<file path="src/rtl/serial_subtractor_pkg.sv">
// Shared types and constants for the bit-serial subtractor.
package serial_subtractor_pkg;

    typedef enum logic [1:0] {
        IDLE = 2'd0,
        RUN  = 2'd1,
        DONE = 2'd2
    } state_t;

    localparam int DEFAULT_WIDTH = 8;

    // Bit-counter width; never below one bit so WIDTH=2 still gets a counter.
    function automatic int cnt_width(input int w);
        return (w > 2) ? $clog2(w) : 1;
    endfunction

endpackage

</file>
<file path="src/rtl/serial_subtractor_fs_str.sv">
// Gate-level full subtractor: d = a^b^bin, bout = (~a&b) | (~(a^b)&bin).
module fs_str (
    input  logic a,
    input  logic b,
    input  logic bin,
    output logic d,
    output logic bout
);

    wire axb;
    wire na;
    wire naxb;
    wire t_ab;
    wire t_bin;

    xor g_x0 (axb, a, b);
    xor g_x1 (d, axb, bin);
    not g_n0 (na, a);
    not g_n1 (naxb, axb);
    and g_a0 (t_ab, na, b);
    and g_a1 (t_bin, naxb, bin);
    or  g_o0 (bout, t_ab, t_bin);

endmodule

</file>
<file path="src/rtl/serial_subtractor.sv">
// Bit-serial unsigned subtractor (a - b), one bit per clock, LSB first.
// Define SERIAL_SUB_SAT_EN to clamp diff to 0 whenever the final borrow is set.
module serial_subtractor
    import serial_subtractor_pkg::*;
#(
    parameter int WIDTH = DEFAULT_WIDTH
) (
    input  logic             clk,
    input  logic             rst_n,
    input  logic [WIDTH-1:0] a,
    input  logic [WIDTH-1:0] b,
    input  logic             in_valid,
    output logic             in_ready,
    output logic [WIDTH-1:0] diff,
    output logic             borrow,
    output logic             out_valid,
    input  logic             out_ready,
    output state_t           dbg_state_o
);

    localparam int            CW   = cnt_width(WIDTH);
    localparam logic [CW-1:0] LAST = CW'(WIDTH - 1);

    state_t           state_q, state_d;
    logic [WIDTH-1:0] a_q, a_d;
    logic [WIDTH-1:0] b_q, b_d;
    logic [WIDTH-1:0] res_q, res_d;
    logic             bin_q, bin_d;
    logic [CW-1:0]    cnt_q, cnt_d;
    logic             in_ready_q;
    logic             out_valid_q;
    logic             fs_d;
    logic             fs_bout;

    fs_str u_fs (
        .a    (a_q[0]),
        .b    (b_q[0]),
        .bin  (bin_q),
        .d    (fs_d),
        .bout (fs_bout)
    );

    always_comb begin
        state_d = state_q;
        a_d     = a_q;
        b_d     = b_q;
        res_d   = res_q;
        bin_d   = bin_q;
        cnt_d   = cnt_q;
        case (state_q)
            IDLE: begin
                if (in_valid && in_ready_q) begin
                    state_d = RUN;
                    a_d     = a;
                    b_d     = b;
                    bin_d   = 1'b0;
                    cnt_d   = '0;
                end
            end
            RUN: begin
                a_d   = a_q >> 1;
                b_d   = b_q >> 1;
                res_d = {fs_d, res_q[WIDTH-1:1]};
                bin_d = fs_bout;
                if (cnt_q == LAST) begin
                    state_d = DONE;
`ifdef SERIAL_SUB_SAT_EN
                    if (fs_bout) begin
                        res_d = '0;
                    end
`endif
                end else begin
                    cnt_d = cnt_q + 1'b1;
                end
            end
            DONE: begin
                // Result registers are frozen here; only the handshake moves on.
                if (out_ready) begin
                    state_d = IDLE;
                end
            end
            default: state_d = IDLE;
        endcase
    end

    always_ff @(posedge clk) begin
        if (!rst_n) begin
            state_q     <= IDLE;
            a_q         <= '0;
            b_q         <= '0;
            res_q       <= '0;
            bin_q       <= 1'b0;
            cnt_q       <= '0;
            in_ready_q  <= 1'b0;
            out_valid_q <= 1'b0;
        end else begin
            state_q     <= state_d;
            a_q         <= a_d;
            b_q         <= b_d;
            res_q       <= res_d;
            bin_q       <= bin_d;
            cnt_q       <= cnt_d;
            in_ready_q  <= (state_d == IDLE);
            out_valid_q <= (state_d == DONE);
        end
    end

    assign in_ready    = in_ready_q;
    assign out_valid   = out_valid_q;
    assign diff        = res_q;
    assign borrow      = bin_q;
    assign dbg_state_o = state_q;

endmodule

</file>
<file path="config.mk">
export PLATFORM = sky130hd
export DESIGN_NAME = serial_subtractor
export DESIGN_NICKNAME = d
export VERILOG_FILES = /design/src/rtl/serial_subtractor_pkg.sv /design/src/rtl/serial_subtractor_fs_str.sv /design/src/rtl/serial_subtractor.sv
export SDC_FILE = /design/constraint.sdc
export NUM_CORES = 1
export LEC_CHECK = 0
export CORE_ASPECT_RATIO = 1.25
export CORE_UTILIZATION = 30
export CTS_BUF_LIST = sky130_fd_sc_hd__clkbuf_16
export DETAILED_ROUTE_END_ITERATION = 8
export GPL_TIMING_DRIVEN = 0
export PLACE_DENSITY = 0.61
export SKIP_CTS_REPAIR_TIMING = 1
export SLEW_MARGIN = 20
export SYNTH_ARGS = -nofsm -noshare
export SYNTH_HDL_FRONTEND = slang
export SYNTH_HIERARCHICAL = 1
export SYNTH_SLANG_ARGS = --single-unit
</file>
<file path="constraint.sdc">
create_clock -name clk -period 1.6 [get_ports clk]
set_input_delay 0.24 -clock clk [delete_from_list [all_inputs] [get_ports clk]]
set_output_delay 0.24 -clock clk [all_outputs]
set_load 0.02 [all_outputs]
</file>
==> results by group, run 1 <==
Yosys
  – Register area share after synthesis: between 40% and 50%
  – Mapped Nets: between 150 and 200
  – Top_reg_cell synth: dfxtp_1
  – Syn Area/Cell: roughly 10 um^2
  – Mapped Area: 1520 um^2
  – Post-Synthesis Cells: 152
  – Fraction of registers with async set/reset: 0%
  – Netlist cell types: 26
  – Number of synthesized flops with an enable pin: 0
  – Post-synthesis register bit count: 32
  – Synth Warn #: 6

Route
  – DR DRC count: 0
  – DRT Wirelength: ~3.4 mm
  – Initial DRC count: 36
  – Routed Antenna Nets: 0
  – DRT Pass-1 Iters: 4
  – Via/cell ratio: between 4 and 5
  – Routed len/inst: 13.6 um
  – DR vias: approximately 1200

Worst hold path
  – WHS Path Cells: 2
  – Hold WC Path Type: in2reg
  – Hold endpoint: diff[0]$_SDFFE_PN0P_
  – Hold Crit Start: rst_n

Global routing
  – Largest net degree at the start of global routing: 11
  – Number of global-route vias before repair: 1176
  – First-pass GRT wire length: approximately 5.4 mm
  – GR Overflow Total: 0
  – Initial antenna violation count: 0
  – Total GRT Usage: a little over an eighth

Final layout
  – FILL cells: roughly 470
  – Post-layout util: 43.1%
  – Non-Filler Instances: 248
  – Post-route cell area: between 2000 and 2500 um^2
  – Area Overhead vs Synth: 35.7%
  – ANT cells: 0
  – Final net count: 213
  – Layout cell share with drive strength beyond 1: between 10% and 20%

Die
  – Chip width: 65.8 um
  – CORE AREA: 4800 um^2
  – Initial Utilization: 31.8%
  – I/O pin cnt: 33
  – Die height: roughly 82 um
  – Full die area: around 5400 um^2
  – Rows: 28

Worst setup path
  – RR Endpoint: b_q[4]$_SDFFE_PN0P_
  – Crit. Startpoint: dbg_state_o[0]$_SDFF_PN0_
  – Crit path kind: reg2out
  – R2R Setup Slk: 0.09 ns
  – CP max stage delay: around 0.63 ns
  – Worst-path cell chain: clkdlybuf4s50_1
  – Peak fanout along the critical path: 7
  – Startpoint type of the worst setup path: flip-flop
  – Worst Path Buf+Inv: 1
  – Slowest cell on crit path: clkdlybuf4s50_1
  – R2R cell count: 5
  – WP data arrival: roughly 1.3 ns
  – Worst EP required: 1.36 ns
  – Worst setup EP type: output port
  – CP top delay family: buffers and inverters
  – Worst R2R Start: dbg_state_o[1]$_SDFF_PN0_

Clock network
  – Clock transition at the registers of the reported paths: roughly 0.050 ns
  – Clk buf depth: 2
  – Clock insertion delay at the later pin of the skew report: about 0.27 ns
  – Clk sinks: 32
  – CTS tree: built
  – CTS H-Tree Depth: 2
  – Root Driver: clkbuf_16
  – Number of CTS-inserted buffers: 5

Placement
  – Number of port buffers: 31
  – RD Place Congestion: roughly 0.69
  – Post-DP HPWL: ~2.3 mm
  – Placed Area: between 1500 and 2000 um^2
  – Inst Count DP: between 200 and 250

Timing
  – Skew final: about 0.0050 ns
  – Crit share post-route: a little over nine tenths
  – Slew Limit Fails: 0
  – Worst Max-Slew Pin Slew: roughly 0.50 ns
  – Fmax: roughly 640 MHz
  – Final setup violation count: 0
  – Rel. slew slack: 66.1%
  – RSZ-0062 raised after global routing: no
  – Fin crit period: 1.56 ns
  – Final hold vios: 0
  – Final hold slack: between 0.3 and 0.4 ns

Pwr
  – PnR Total Power: just over 2 mW
  – Leakage: ~0.81 nW
  – Peak supply drop: approximately 690 uV
  – Pwr Density: between 1000 and 1500 nW/um^2

Flow run
  – Max Cap Violations: 0

Outcome
  – Status: completed
[per-stage QoR]
step	worst slack, ns	setup TNS (ns)
finish	0.0360	0
global route	0.0128	0
CTS	-0.0792	-0.177
detailed placement	-0.274	-3.82
global placement	-0.282	-3.86
floorplan	0.0439	0
[cell usage after synthesis, types with 2 or more instances]
master    number  area (um^2)
ha_1           2         25.0
inv_1          3         11.3
nand2_1       26         97.6
nand2b_1       2         12.5
a21boi_0      10         75.1
o21ai_0        3         15.0
a21oi_1        2         10.0
mux2_4         9          135
nor2b_1        3         18.8
o311a_1       14          140
o22ai_1        3         18.8
clkbuf_1      11         41.3
buf_6          2         22.5
o21bai_1      15          113
dfxtp_1       32          641
mux2_2         5         56.3
[state kept, by name, indices dropped and copies added (netlist names)]
signal and count:
in_ready 1, a_q 8, cnt_q 3, dbg_state_o 2, borrow 1, diff 8
b_q 8, out_valid 1
[cells in the final DEF (no fill, tap or decap), types with 3 or more instances in the layout]
cell / Yosys / final
a21boi_0: 10 / 10
clkbuf_1: 11 / 9
clkbuf_16: 0 / 6
clkdlybuf4s50_1: 0 / 31
dfxtp_1: 32 / 30
inv_1: 3 / 3
mux2_2: 5 / 5
mux2_4: 9 / 9
nand2_1: 26 / 26
nor2b_1: 3 / 3
o21ai_0: 3 / 3
o21bai_1: 15 / 14
o22ai_1: 3 / 3
o311a_1: 14 / 14
[area by class of cell]
| type | count | area [um^2] | share of cell area, % |
|---|---|---|---|
| clock buffers | 5 | 125 | 6.05 |
| well taps | 60 | 75.1 | 3.63 |
| plain buffers | 14 | 80.1 | 3.87 |
| multi-input cells | 102 | 798 | 38.6 |
| inverters | 3 | 11.3 | 0.544 |
| repair buffers | 32 | 335 | 16.2 |
| flip-flops and latches | 32 | 643 | 31.1 |
[cells by family after synthesis]
logic type / count (synthesis) / synth area share, %
adder cells (fa/ha/maj): 3 / 2.96
flip-flops: 32 / 42.0
buffers and inverters: 18 / 6.24
multiplexers: 14 / 12.6
AND/OR/NAND/NOR: 38 / 11.8
AO/OA/AOI/OAI: 47 / 24.4
[routing by layer]
metal  GRT usage (%)  vias up  part of all wire, %  routed length [um]
li1                -      617                    -                   -
met1            15.9      542                   47                1590
met2            21.6       32                   45                1530
met3            4.44        5                  5.8                 197
met4            5.87        0                  1.6                  54
met5               0        -                    0                   0
[power breakdown]
group | leakage [nW] | switching [mW] | total, mW | internal (mW)
Combinational | 0.487 | 0.144 | 0.343 | 0.199
Sequential | 0.263 | 0.0297 | 0.882 | 0.852
Clock | 0.0616 | 0.299 | 0.846 | 0.547
[how the worst max path moves through the flow]
stage               slack (ns)  depth (start not counted)                    end
floorplan                 0.04                          6    b_q[4]$_SDFFE_PN0P_
global placement         -0.28                          4  cnt_q[1]$_SDFFE_PN0P_
detailed placement       -0.27                          4  cnt_q[0]$_SDFFE_PN0P_
CTS                      -0.08                          1         dbg_state_o[0]
global route              0.01                          1         dbg_state_o[0]
finish                    0.04                          1         dbg_state_o[0]
Note: power is estimated with default switching activity, not from simulation.
==> inputs of run 2 (changes only) <==
- CAP_MARGIN: default -> 10
- CELL_PAD_IN_SITES_DETAIL_PLACEMENT: default -> 0
- CELL_PAD_IN_SITES_GLOBAL_PLACEMENT: default -> 1
- PLACE_DENSITY: 0.61 -> 0.74
==> run 2 against run 1 <==
  * Hold slack gained 0.0070 ns
  * Clock-buffer cell count is the same
  * Cell count grew 0.81%
  * Highest routed layer unchanged
  * Combinational power shrank 3%
  * Clock power grew 3.0%
  * Total power grew 0.79%
  * Register-to-register slack is essentially flat
==> results by group, run 2 (same netlist as run 1, synthesis figures left out) <==
Clock network
  – Clk sinks: 32
  – CTS H-Tree Depth: 2
  – CTS tree: built
  – Clock insertion delay at the later pin of the skew report: about 0.27 ns
  – Clk buf depth: 2
  – Number of CTS-inserted buffers: 5
  – Root Driver: clkbuf_16
  – Clock transition at the registers of the reported paths: approximately 0.05 ns

Route
  – DR vias: approximately 1200
  – DR DRC count: 0
  – DRT Wirelength: around 3.4 mm
  – Routed Antenna Nets: 0
  – Routed len/inst: between 10 and 15 um
  – Via/cell ratio: 4.84
  – Initial DRC count: 55
  – DRT Pass-1 Iters: 4

Placement
  – Post-DP HPWL: between 2 and 2.5 mm
  – DP Worst Slack: -0.294 ns
  – Placed Area: between 1500 and 2000 um^2
  – Number of port buffers: 31
  – RD Place Congestion: between 0.6 and 0.7

Worst setup path
  – Crit path kind: reg2out
  – Startpoint type of the worst setup path: flip-flop
  – Worst-path cell chain: clkdlybuf4s50_1
  – Slowest cell on crit path: clkdlybuf4s50_1
  – Worst Path Buf+Inv: 1
  – Worst EP required: 1.36 ns
  – Worst setup EP type: output port
  – WP data arrival: around 1.3 ns
  – CP top delay family: buffers and inverters
  – CP max stage delay: ~0.63 ns
  – Peak fanout along the critical path: 7

Timing
  – Setup tns final: 0 ns
  – Final worst-path setup slack: ~0.04 ns
  – Fmax: 641 MHz
  – Final setup violation count: 0
  – Rel. slew slack: between 60 and 70%
  – Fin crit period: about 1.6 ns
  – RSZ-0062 raised after global routing: no
  – Crit share post-route: between 90% and 100%
  – Worst Max-Slew Pin Slew: 0.492 ns
  – Final hold vios: 0
  – Final hold slack: about 0.36 ns
  – Skew final: between 0.003 and 0.004 ns
  – Slew Limit Fails: 0

Die
  – Initial Utilization: a little under a third
  – Rows: 28
  – Full die area: approximately 5400 um^2
  – Die height: about 80 um
  – Chip width: between 60 and 70 um
  – CORE AREA: 4800 um^2
  – I/O pin cnt: 33

Pwr
  – Net switching power: a little under 0.5 mW
  – Internal power: 1.60 mW
  – PnR Total Power: between 2 and 2.5 mW
  – Net Sw Frac: between 20% and 30%
  – Peak supply drop: between 400 and 500 uV
  – Leakage: roughly 0.81 nW
  – Clock power share: a little over two fifths
  – Comb power frac: 16.0%
  – Register share of total power: 42.2%
  – Pwr Density: a little over 1000 nW/um^2

Global routing
  – Total GRT Usage: between 10% and 20%
  – Initial antenna violation count: 0
  – First-pass GRT wire length: 5.78 mm
  – GR Overflow Total: 0
  – Number of global-route vias before repair: between 1000 and 1500
  – Largest net degree at the start of global routing: 11

Final layout
  – Most frequent cells in the layout: 31 x clkdlybuf4s50_1, 30 x dfxtp_1, 26 x nand2_1, 14 x o21bai_1, 14 x o311a_1
  – ANT cells: 0
  – Final net count: between 200 and 250
  – Layout cell share with drive strength beyond 1: about 15%
  – FILL cells: between 400 and 500
  – Commonest non-fill, non-tap cell in the layout: clkdlybuf4s50_1
  – Post-route cell area: approximately 2000 um^2
  – Area Overhead vs Synth: 34.2%

Worst hold path
  – Hold WC Path Type: in2reg

Flow run
  – Max Cap Violations: 0

Outcome
  – Status: completed
[run 2: worst paths after layout]
path              cells after the start  slack [ns]                 startpoint                   end
hold reg to reg                       2        0.47       diff[0]$_SDFFE_PN0P_  diff[0]$_SDFFE_PN0P_
hold / removal                        2        0.36                      rst_n  diff[0]$_SDFFE_PN0P_
setup reg to reg                      5        0.08  dbg_state_o[1]$_SDFF_PN0_   a_q[2]$_SDFFE_PN0P_
setup / recovery                      1        0.04  dbg_state_o[0]$_SDFF_PN0_        dbg_state_o[0]
[run 2: routing by layer]
metal | vias up | share of wire [%] | wire length (um) | global-route usage [%]
li1 | 619 | - | - | -
met1 | 563 | 48 | 1650 | 18.4
met2 | 26 | 46 | 1560 | 21.9
met3 | 2 | 5.6 | 190 | 4.17
met4 | 0 | 0.26 | 9 | 4.57
met5 | - | 0 | 0 | 0
[run 2: power by group through the flow]
| stage | Clock, mW | Sequential (mW) | Combinational, mW |
|---|---|---|---|
| detailed placement | 0 | 0.896 | 0.337 |
| global route | 0.945 | 0.889 | 0.365 |
| floorplan | 0 | 0.898 | 0.222 |
| finish | 0.871 | 0.881 | 0.334 |
| global placement | 0 | 0.895 | 0.331 |
| CTS | 0.905 | 0.880 | 0.340 |
[run 2: final cells by class]
cell class              instances  area (um^2)  share of cell area [%]
plain buffers                  14         71.3                    3.49
clock buffers                   5          125                    6.12
clock inverters                 3         11.3                   0.550
inverters                       3         11.3                   0.550
multi-input cells             102          798                    39.0
flip-flops and latches         32          643                    31.4
well taps                      60         75.1                    3.67
repair buffers                 31          310                    15.2
[run 2: through the flow]
step | instances | utilization, %
global placement | 243 | 39.8
detailed placement | 243 | 39.8
global route | 250 | 42.6
finish | 250 | 42.6
CTS | 251 | 42.6
floorplan | 152 | -
